**config.mk**
```make
export PLATFORM = sky130hd
export DESIGN_NAME = mult_div
export DESIGN_NICKNAME = d
export VERILOG_FILES = /design/src/rtl/cpu_pkg.sv /design/src/rtl/md_div_step.sv /design/src/rtl/mult_div.sv
export SDC_FILE = /design/constraint.sdc
export NUM_CORES = 1
export LEC_CHECK = 0
export BUFFER_PORTS_ARGS = -buffer_cell sky130_fd_sc_hd__buf_2
export CAP_MARGIN = 0
export CORE_AREA = 2 2 270 139
export DETAILED_ROUTE_END_ITERATION = 8
export DIE_AREA = 0 0 272 141
export PLACE_DENSITY_LB_ADDON = 0.12
export SETUP_SLACK_MARGIN = 0.3
export SLEW_MARGIN = 0
export SYNTH_ARGS = -nofsm -noshare
export SYNTH_HDL_FRONTEND = slang
export SYNTH_SLANG_ARGS = --single-unit
```
**constraint.sdc**
```tcl
create_clock -name clk -period 9.2 [get_ports clk]
set_input_delay 0 -clock clk [delete_from_list [all_inputs] [get_ports clk]]
set_output_delay 0 -clock clk [all_outputs]
set_load 0.1 [all_outputs]
```
**src/rtl/cpu_pkg.sv**
```systemverilog
// cpu_pkg: shared multicycle-CPU types and constants used by the mult/div unit.
//   MD_OP_MULT / MD_OP_DIV : op encoding on the mult_div op port
//   md_state_t             : mult_div sequencer states
//   MD_WIDTH / MD_CNT_W    : default datapath width and matching iteration-counter width
package cpu_pkg;
  localparam int MD_WIDTH = 32;
  localparam int MD_CNT_W = $clog2(MD_WIDTH) + 1;
  localparam logic MD_OP_MULT = 1'b0;
  localparam logic MD_OP_DIV = 1'b1;
  typedef enum logic [1:0] {MD_IDLE, MD_MULT, MD_DIV, MD_FIN} md_state_t;
endpackage

```
**src/rtl/md_div_step.sv**
```systemverilog
// md_div_step: one combinational restoring-division step on unsigned magnitudes.
//   rem_in   in  partial remainder
//   quo_in   in  dividend bits still to shift in, with quotient bits collecting at the bottom
//   divisor  in  divisor magnitude
//   rem_out  out next partial remainder
//   quo_out  out quo_in shifted left with the new quotient bit appended
module md_div_step #(
  parameter int WIDTH = 32
) (
  input  logic [WIDTH-1:0] rem_in,
  input  logic [WIDTH-1:0] quo_in,
  input  logic [WIDTH-1:0] divisor,
  output logic [WIDTH-1:0] rem_out,
  output logic [WIDTH-1:0] quo_out
);
  logic [WIDTH:0] shifted;
  logic [WIDTH+1:0] diff;
  always_comb begin
    shifted = {rem_in, quo_in[WIDTH-1]};
    diff = {1'b0, shifted} - {2'b00, divisor};
    // A borrow (negative trial difference) means the divisor did not fit: restore.
    rem_out = diff[WIDTH+1] ? shifted[WIDTH-1:0] : diff[WIDTH-1:0];
    quo_out = {quo_in[WIDTH-2:0], ~diff[WIDTH+1]};
  end
endmodule

```
**src/rtl/mult_div.sv**
```systemverilog
// mult_div: iterative multiply (radix-2 Booth) / divide (restoring) unit producing HI/LO.
//   clk, reset   clock and asynchronous active-high reset
//   start        one-cycle request, sampled only while idle
//   op           0 = MULT, 1 = DIV
//   op_unsigned  only with MULT_DIV_UNSIGNED_EN defined: 1 = MULTU/DIVU
//   a, b         multiplicand/dividend and multiplier/divisor
//   busy         operation in progress
//   done         one-cycle completion pulse, hi/lo valid with it
//   div_zero     last accepted DIV had b == 0
//   hi, lo       MULT: upper/lower product; DIV: remainder/quotient
module mult_div
  import cpu_pkg::*;
#(
  parameter int WIDTH = MD_WIDTH
) (
  input  logic             clk,
  input  logic             reset,
  input  logic             start,
  input  logic             op,
`ifdef MULT_DIV_UNSIGNED_EN
  input  logic             op_unsigned,
`endif
  input  logic [WIDTH-1:0] a,
  input  logic [WIDTH-1:0] b,
  output logic             busy,
  output logic             done,
  output logic             div_zero,
  output logic [WIDTH-1:0] hi,
  output logic [WIDTH-1:0] lo
);
  localparam int CNT_W = $clog2(WIDTH) + 1;
  md_state_t state;
  logic op_r, sgn_r, sgn_in;
  logic [WIDTH-1:0] a_r, b_r, rem, quo, rem_nx, quo_nx;
  logic [WIDTH-1:0] b_mag, a_mag_in, mul_hi, div_hi, div_lo;
  logic [2*WIDTH:0] prod;
  logic [WIDTH:0] a_ext, acc_ext, booth_sum;
  logic [CNT_W-1:0] cnt;
`ifdef MULT_DIV_UNSIGNED_EN
  assign sgn_in = ~op_unsigned;
`else
  assign sgn_in = 1'b1;
`endif
  // Booth accumulator is worked one bit wider so that adding/subtracting the
  // most negative (or a large unsigned) multiplicand cannot overflow; the
  // subsequent shift brings the result back into WIDTH bits.
  always_comb begin
    a_ext = {sgn_r & a_r[WIDTH-1], a_r};
    acc_ext = {prod[2*WIDTH], prod[2*WIDTH:WIDTH+1]};
    booth_sum = (prod[1:0] == 2'b01) ? acc_ext + a_ext :
                (prod[1:0] == 2'b10) ? acc_ext - a_ext : acc_ext;
    b_mag = (sgn_r & b_r[WIDTH-1]) ? -b_r : b_r;
    a_mag_in = (sgn_in & a[WIDTH-1]) ? -a : a;
    // Booth treats b as signed; an unsigned b with its MSB set is worth 2^WIDTH more,
    // which only adds a to the upper half.
    mul_hi = prod[2*WIDTH:WIDTH+1] + ((!sgn_r && b_r[WIDTH-1]) ? a_r : '0);
    div_lo = (sgn_r & (a_r[WIDTH-1] ^ b_r[WIDTH-1])) ? -quo : quo;
    div_hi = (sgn_r & a_r[WIDTH-1]) ? -rem : rem;
  end
  md_div_step #(.WIDTH(WIDTH)) u_step (
    .rem_in (rem),
    .quo_in (quo),
    .divisor(b_mag),
    .rem_out(rem_nx),
    .quo_out(quo_nx)
  );
  always_ff @(posedge clk or posedge reset) begin
    if (reset) begin
      state <= MD_IDLE;
      busy <= 1'b0;
      done <= 1'b0;
      div_zero <= 1'b0;
      hi <= '0;
      lo <= '0;
      cnt <= '0;
      op_r <= 1'b0;
      sgn_r <= 1'b0;
      a_r <= '0;
      b_r <= '0;
      rem <= '0;
      quo <= '0;
      prod <= '0;
    end else begin
      done <= 1'b0;
      case (state)
        MD_IDLE: if (start) begin
          a_r <= a;
          b_r <= b;
          op_r <= op;
          sgn_r <= sgn_in;
          busy <= 1'b1;
          div_zero <= 1'b0;
          cnt <= CNT_W'(WIDTH);
          prod <= {{WIDTH{1'b0}}, b, 1'b0};
          rem <= '0;
          quo <= a_mag_in;
          state <= (op == MD_OP_MULT) ? MD_MULT : (b == '0) ? MD_FIN : MD_DIV;
        end
        MD_MULT: begin
          prod <= {booth_sum, prod[WIDTH:1]};
          cnt <= cnt - 1'b1;
          if (cnt == CNT_W'(1)) state <= MD_FIN;
        end
        MD_DIV: begin
          rem <= rem_nx;
          quo <= quo_nx;
          cnt <= cnt - 1'b1;
          if (cnt == CNT_W'(1)) state <= MD_FIN;
        end
        MD_FIN: begin
          busy <= 1'b0;
          done <= 1'b1;
          state <= MD_IDLE;
          // A divide by zero leaves hi/lo untouched and only raises the flag.
          if (op_r == MD_OP_DIV && b_r == '0) div_zero <= 1'b1;
          else if (op_r == MD_OP_DIV) {hi, lo} <= {div_hi, div_lo};
          else {hi, lo} <= {mul_hi, prod[WIDTH:1]};
        end
      endcase
    end
  end
endmodule

```
==> Word-level counts from Yosys, hierarchy flattened <==
Index checks and enable logic that the tools add are counted.
{ "classes": {"add_sub_neg": 9, "mux": 29, "multipliers": 0, "n_div": 0, "n_eq_ne": 10, "reduce_logical": 20, "n_shift": 0, "order_cmp": 0, "bitwise": 6} }
{ "op_table": {"columns": ["op", "n"], "rows": [
  ["$mux 32", 10],
  ["$pmux 65 s2", 1],
  ["$neg 32->32", 4],
  ["$pmux 32 s2", 2],
  ["$mux 33", 2],
  ["$mux 65", 1],
  ["$logic_not 32->1", 2],
  ["$sub 33x32->34", 1],
  ["$add 33x33->33", 1],
  ["$sub 33x33->33", 1],
  ["$add 32x32->32", 1],
  ["$reduce_and 2->1", 7],
  ["$pmux 6 s2", 1],
  ["$reduce_bool 2->1", 4],
  ["$eq 2x2->1 const B", 3],
  ["$eq 6x1->1 const B", 1],
  ["$mux 2", 3],
  ["$mux 6", 1],
  ["$pmux 2 s3", 1],
  ["$reduce_and 3->1", 2],
  ["$sub 6x1->6 const B", 1],
  ["$mux 1", 5],
  ["$eq 2x1->1 const B", 2],
  ["$ne 2x2->1 const B", 2],
  ["other kinds (10)", 15]
]} }
{ "word_totals": {"word_cells": 89, "regBits": 270, "n_memories": 0, "out_inout_bits": 67, "in_bits": 68, "mem_bits_ro": 0, "ram_bits": 0, "latch_bits": 0} }

==> Depth between registers and ports, before layout <==
{ "depth": {"ltp_word": 5, "ltp_mapped": 20} }

==> By module <==
A second synthesis with hierarchy kept.
{ "unflattened": {"cells_unflattened": 2682, "hier_area_um2": 21848.5} }
{ "by_module_without_submodules": {"columns": ["module", "cells_each", "area_per_inst_um2", "instances", "seq_area_each_um2"], "rows": [
  ["mult_div", 2282, 19266.0, 1, 6756.5],
  ["md_div_step", 400, 2582.5, 1, 0.0]
]} }

==> Worst setup path before layout <==
No wires, ideal clock.
{ "synth_timing": {"path_type": "reg-to-reg", "start": "register b_r[14]", "end": "register rem[18]", "arrival_time_ns": 3.961, "path_stages_with_launch": 16, "setup_slack_ns": 5.106, "setup_ns": 0.133, "path_buffers": 2, "cell_sequence": "dfrtp_1 > or4_1 > nor3_1 > nand4_1 > or3_1 > o21ai_0 > xor2_1 > ha_1 > and3_1 > a311oi_1 > o21ai_1 > a2111oi_2 > buf_2 > buf_2 > mux2i_1 > o21ai_0"} }
{ "synth_via": {"elab_chain_len": 5} }
{ "synth_lines": {"columns": ["element", "line_no", "rtl"], "rows": [
  ["start: declaration", "mult_div.sv:34", "logic [WIDTH-1:0] a_r, b_r, rem, quo, rem_nx, quo_nx;"],
  ["start signal: assignment", "mult_div.sv:79", "b_r <= '0;"],
  ["start signal: assignment", "mult_div.sv:88", "b_r <= b;"],
  ["$neg 32->32", "mult_div.sv:52", "b_mag = (sgn_r & b_r[WIDTH-1]) ? -b_r : b_r;"],
  ["$mux 32 *", "mult_div.sv:52", null],
  ["$sub 33x32->34 *", "md_div_step.sv:20", "diff = {1'b0, shifted} - {2'b00, divisor};"],
  ["$mux 32 *", "md_div_step.sv:22", "rem_out = diff[WIDTH+1] ? shifted[WIDTH-1:0] : diff[WIDTH-1:0];"],
  ["$pmux 32 s2 *", "mult_div.sv:85", "case (state)"],
  ["end signal: assignment", "mult_div.sv:105", "rem <= rem_nx;"],
  ["end: declaration", "mult_div.sv:34", null]
]} }
Mark *: on every way between the ends. The rest lies on a longest branch, timed or not.
A chain may end at the register's enable or synchronous reset.

==> Worst setup path after layout <==
{ "layout_timing": {"start": "register b_r[3]", "end": "register rem[22]"} }
Same word-level chain as after synthesis.

==> metrics.csv <==
metric;value;unit
most frequent cells after synthesis;286 x nand2_1, 270 x dfrtp_1, 270 x o21ai_0, 257 x a21oi_1, 212 x nor2_1;
count leader, synth;nand2_1;
Post-Syn Area per Cell;8.26;um2
startpoint types;register;
max_cap viols;0;
CP max FO;56;
Synth async-reset ratio;1.00;
Post-synth top flop;dfrtp_1;
Post-CTS Hold Fix Bufs;66;
Ys Warns;0;
WP buf/inv;1;
Area contributors post-synth;dfrtp_1 32%, ha_1 8.2%, o21ai_0 6.3%;
setup TNS;0;ps
via count;20500;
Initial DRC Count;2732;
multi-input logic area;13700;um2
Syn Nets;2789;
Final Hold Viols;0;
TritonCTS Buffers;25;
Seq/Total Area, Yosys;0.317;
CTS tree;built;
clk sinks;270;
GR Layer Usage met3;0.126;
initial core utilization;0.586;
Final setup viols;0;
Syn Inst Count;2578;
Via density;6.41;
Clock Tree Buf Depth;3;
Post-synth EDFFs;0;
post-CTS setup buffer count;0;
Clock Pin Slew Worst Setup and Hold Paths;70;ps
RSZ-0062 raised after global routing;no;
CP Capture Type;register;
register area;6760;um2
H-tree depth;1;
worst skew pair latency;580;ps
Die H;141;um
All-Layer GR Usage;0.379;
slew margin rel.;0.176;
Cell Area, Synth;21300;um2
Hold WC Path Type;in2async;
dpl hpwl;55900;um
Area Overhead vs Synth;11.5;%
critical path required time;9660;ps
critical path arrival;5430;ps
synth unique cells;79;
Routability Congestion;0.993;
critical-path cell list;nor3_1 -> and3b_1 -> and2_1 -> nand2_1 -> nor2_1 -> nor2_1 -> xnor2_1 -> ha_1 -> a21o_1 -> a21o_1 -> a21oi_1 -> o21ai_0 -> a221oi_2 -> o21ai_1 -> a2111oi_4 -> buf_4 -> o21ai_0 -> a22o_1;
status;finished, final reports clean;
period utilisation layout;0.541;
row cnt;50;
first-pass GRT wire length;113000;um
Setup Crit Path Kind;reg2reg;
Fillers;3077;
Root Driver;clkbuf_16;
die width;272;um
PortBufs;134;
Residual DRC;0;
Synth top area share;0.317;
CTS resizes;0;
met1 Usage GRT;0.590;
Slew Limit Fails;0;
core area;36300;um2
Slowest Stage Delay on Critical Path;520;ps
Die Area;38400;um2
antenna viol nets, final;0;
GRT overflow;0;
critical path's slowest cell;buf_4;
Avg WL per Cell;22.9;um
DRT Wirelength;73400;um
# nets final;2897;
vias in the first global route;18800;
GRT busiest layer;met1;
Clock Skew;21.0;ps
Top Ports;135;
met2 Use GR;0.498;
Yosys reg bits;270;
drt first pass iters;7;
largest area contributor in the netlist;dfrtp_1;
largest net degree at the start of global routing;171;
CP delay by family, top;compound AO/OA/AOI/OAI gates;
fmax;0.201;GHz
fraction of layout cells with a size suffix above 1;0.107;
Reg-to-Reg Start;b_r[3];
Worst-Margin Slew;1220;ps
fin crit period;4980;ps
initial antenna violation count;3;
Setup crit start;b_r[3];
layer usage:
| layer | wire length [um] | share of wire | up-vias |
|---|---|---|---|
| met3 | 9630 | 0.13 | 104 |
| met5 | 0 | 0 | - |
| met1 | 34200 | 0.47 | 9949 |
| met2 | 28100 | 0.38 | 1098 |
| met4 | 1490 | 0.020 | 0 |
| li1 | - | - | 9375 |
cell families after synthesis:
| family | count (synthesis) | synth area share |
|---|---|---|
| AO/OA/AOI/OAI | 806 | 0.228 |
| XOR/XNOR | 223 | 0.0918 |
| adder cells (fa/ha/maj) | 143 | 0.0855 |
| buffers and inverters | 236 | 0.0434 |
| flip-flops | 270 | 0.317 |
| multiplexers | 137 | 0.0684 |
| AND/OR/NAND/NOR | 763 | 0.166 |
cell usage in the layout (no fill, tap or decap), drive strengths merged, types with 16 or more instances in the layout:
cell         count
nand2          287
nor2b           25
a31oi           18
a211oi          21
clkbuf          34
nor4            24
or4             16
inv            101
nand2b          22
a21oi          257
nor3            39
buf            151
o21bai          21
ha             139
a21o            36
nand3           29
and2            44
o31ai           33
o21a            20
dlygate4sd3     66
xnor2          127
mux2            65
xor2            96
o21ai          275
dfrtp          270
nor2           212
or3             17
mux2i           72
final timing paths:
path                            end  slack (ps)  cells after the start
setup / recovery            rem[22]        4220                     18
hold reg to reg              lo[18]         480                      2
hold / removal             prod[39]         110                      3
max in group asynchronous   b_r[24]        7490                      4
setup reg to reg            rem[22]        4220                     18
min in group clk            quo[31]         110                      4
metrics by stage:
step	cell area (um2)	hold WS, ps	util	setup WS (ps)	instances
after CTS	23700	73.0	0.653	4310	3199
after floorplan	21300	151	-	1760	2578
final	23700	106	0.653	4220	3201
after global routing	23700	134	0.653	3720	3199
after global placement	22200	189	0.612	4520	3087
after detailed placement	22200	197	0.612	4350	3087
worst min-delay path: stages:
cell           delay [ps]
dlygate4sd3_1         540
buf_2                 150
inv_8                 490
final cells by class:
cell class / count / share of cell area
clock inverters: 12 / 0.00522
well taps: 494 / 0.0260
diodes: 2 / 0.000211
clock buffers: 34 / 0.0299
repair buffers: 217 / 0.0620
inverters: 100 / 0.0161
multi-input cells: 2072 / 0.576
flip-flops and latches: 270 / 0.285
sequential cells by signal, summed over array words and instances, names as in the netlist:
| signal | cells |
|---|---|
| prod | 65 |
| a_r | 32 |
| b_r | 32 |
| hi | 32 |
| lo | 32 |
| quo | 32 |
| rem | 32 |
| cnt | 6 |
| state | 2 |
| busy | 1 |
| div_zero | 1 |
| done | 1 |
| op_r | 1 |
| sgn_r | 1 |
Power is not shown: default switching activity piles up to over one toggle a cycle in this logic, so the estimate is an artifact.
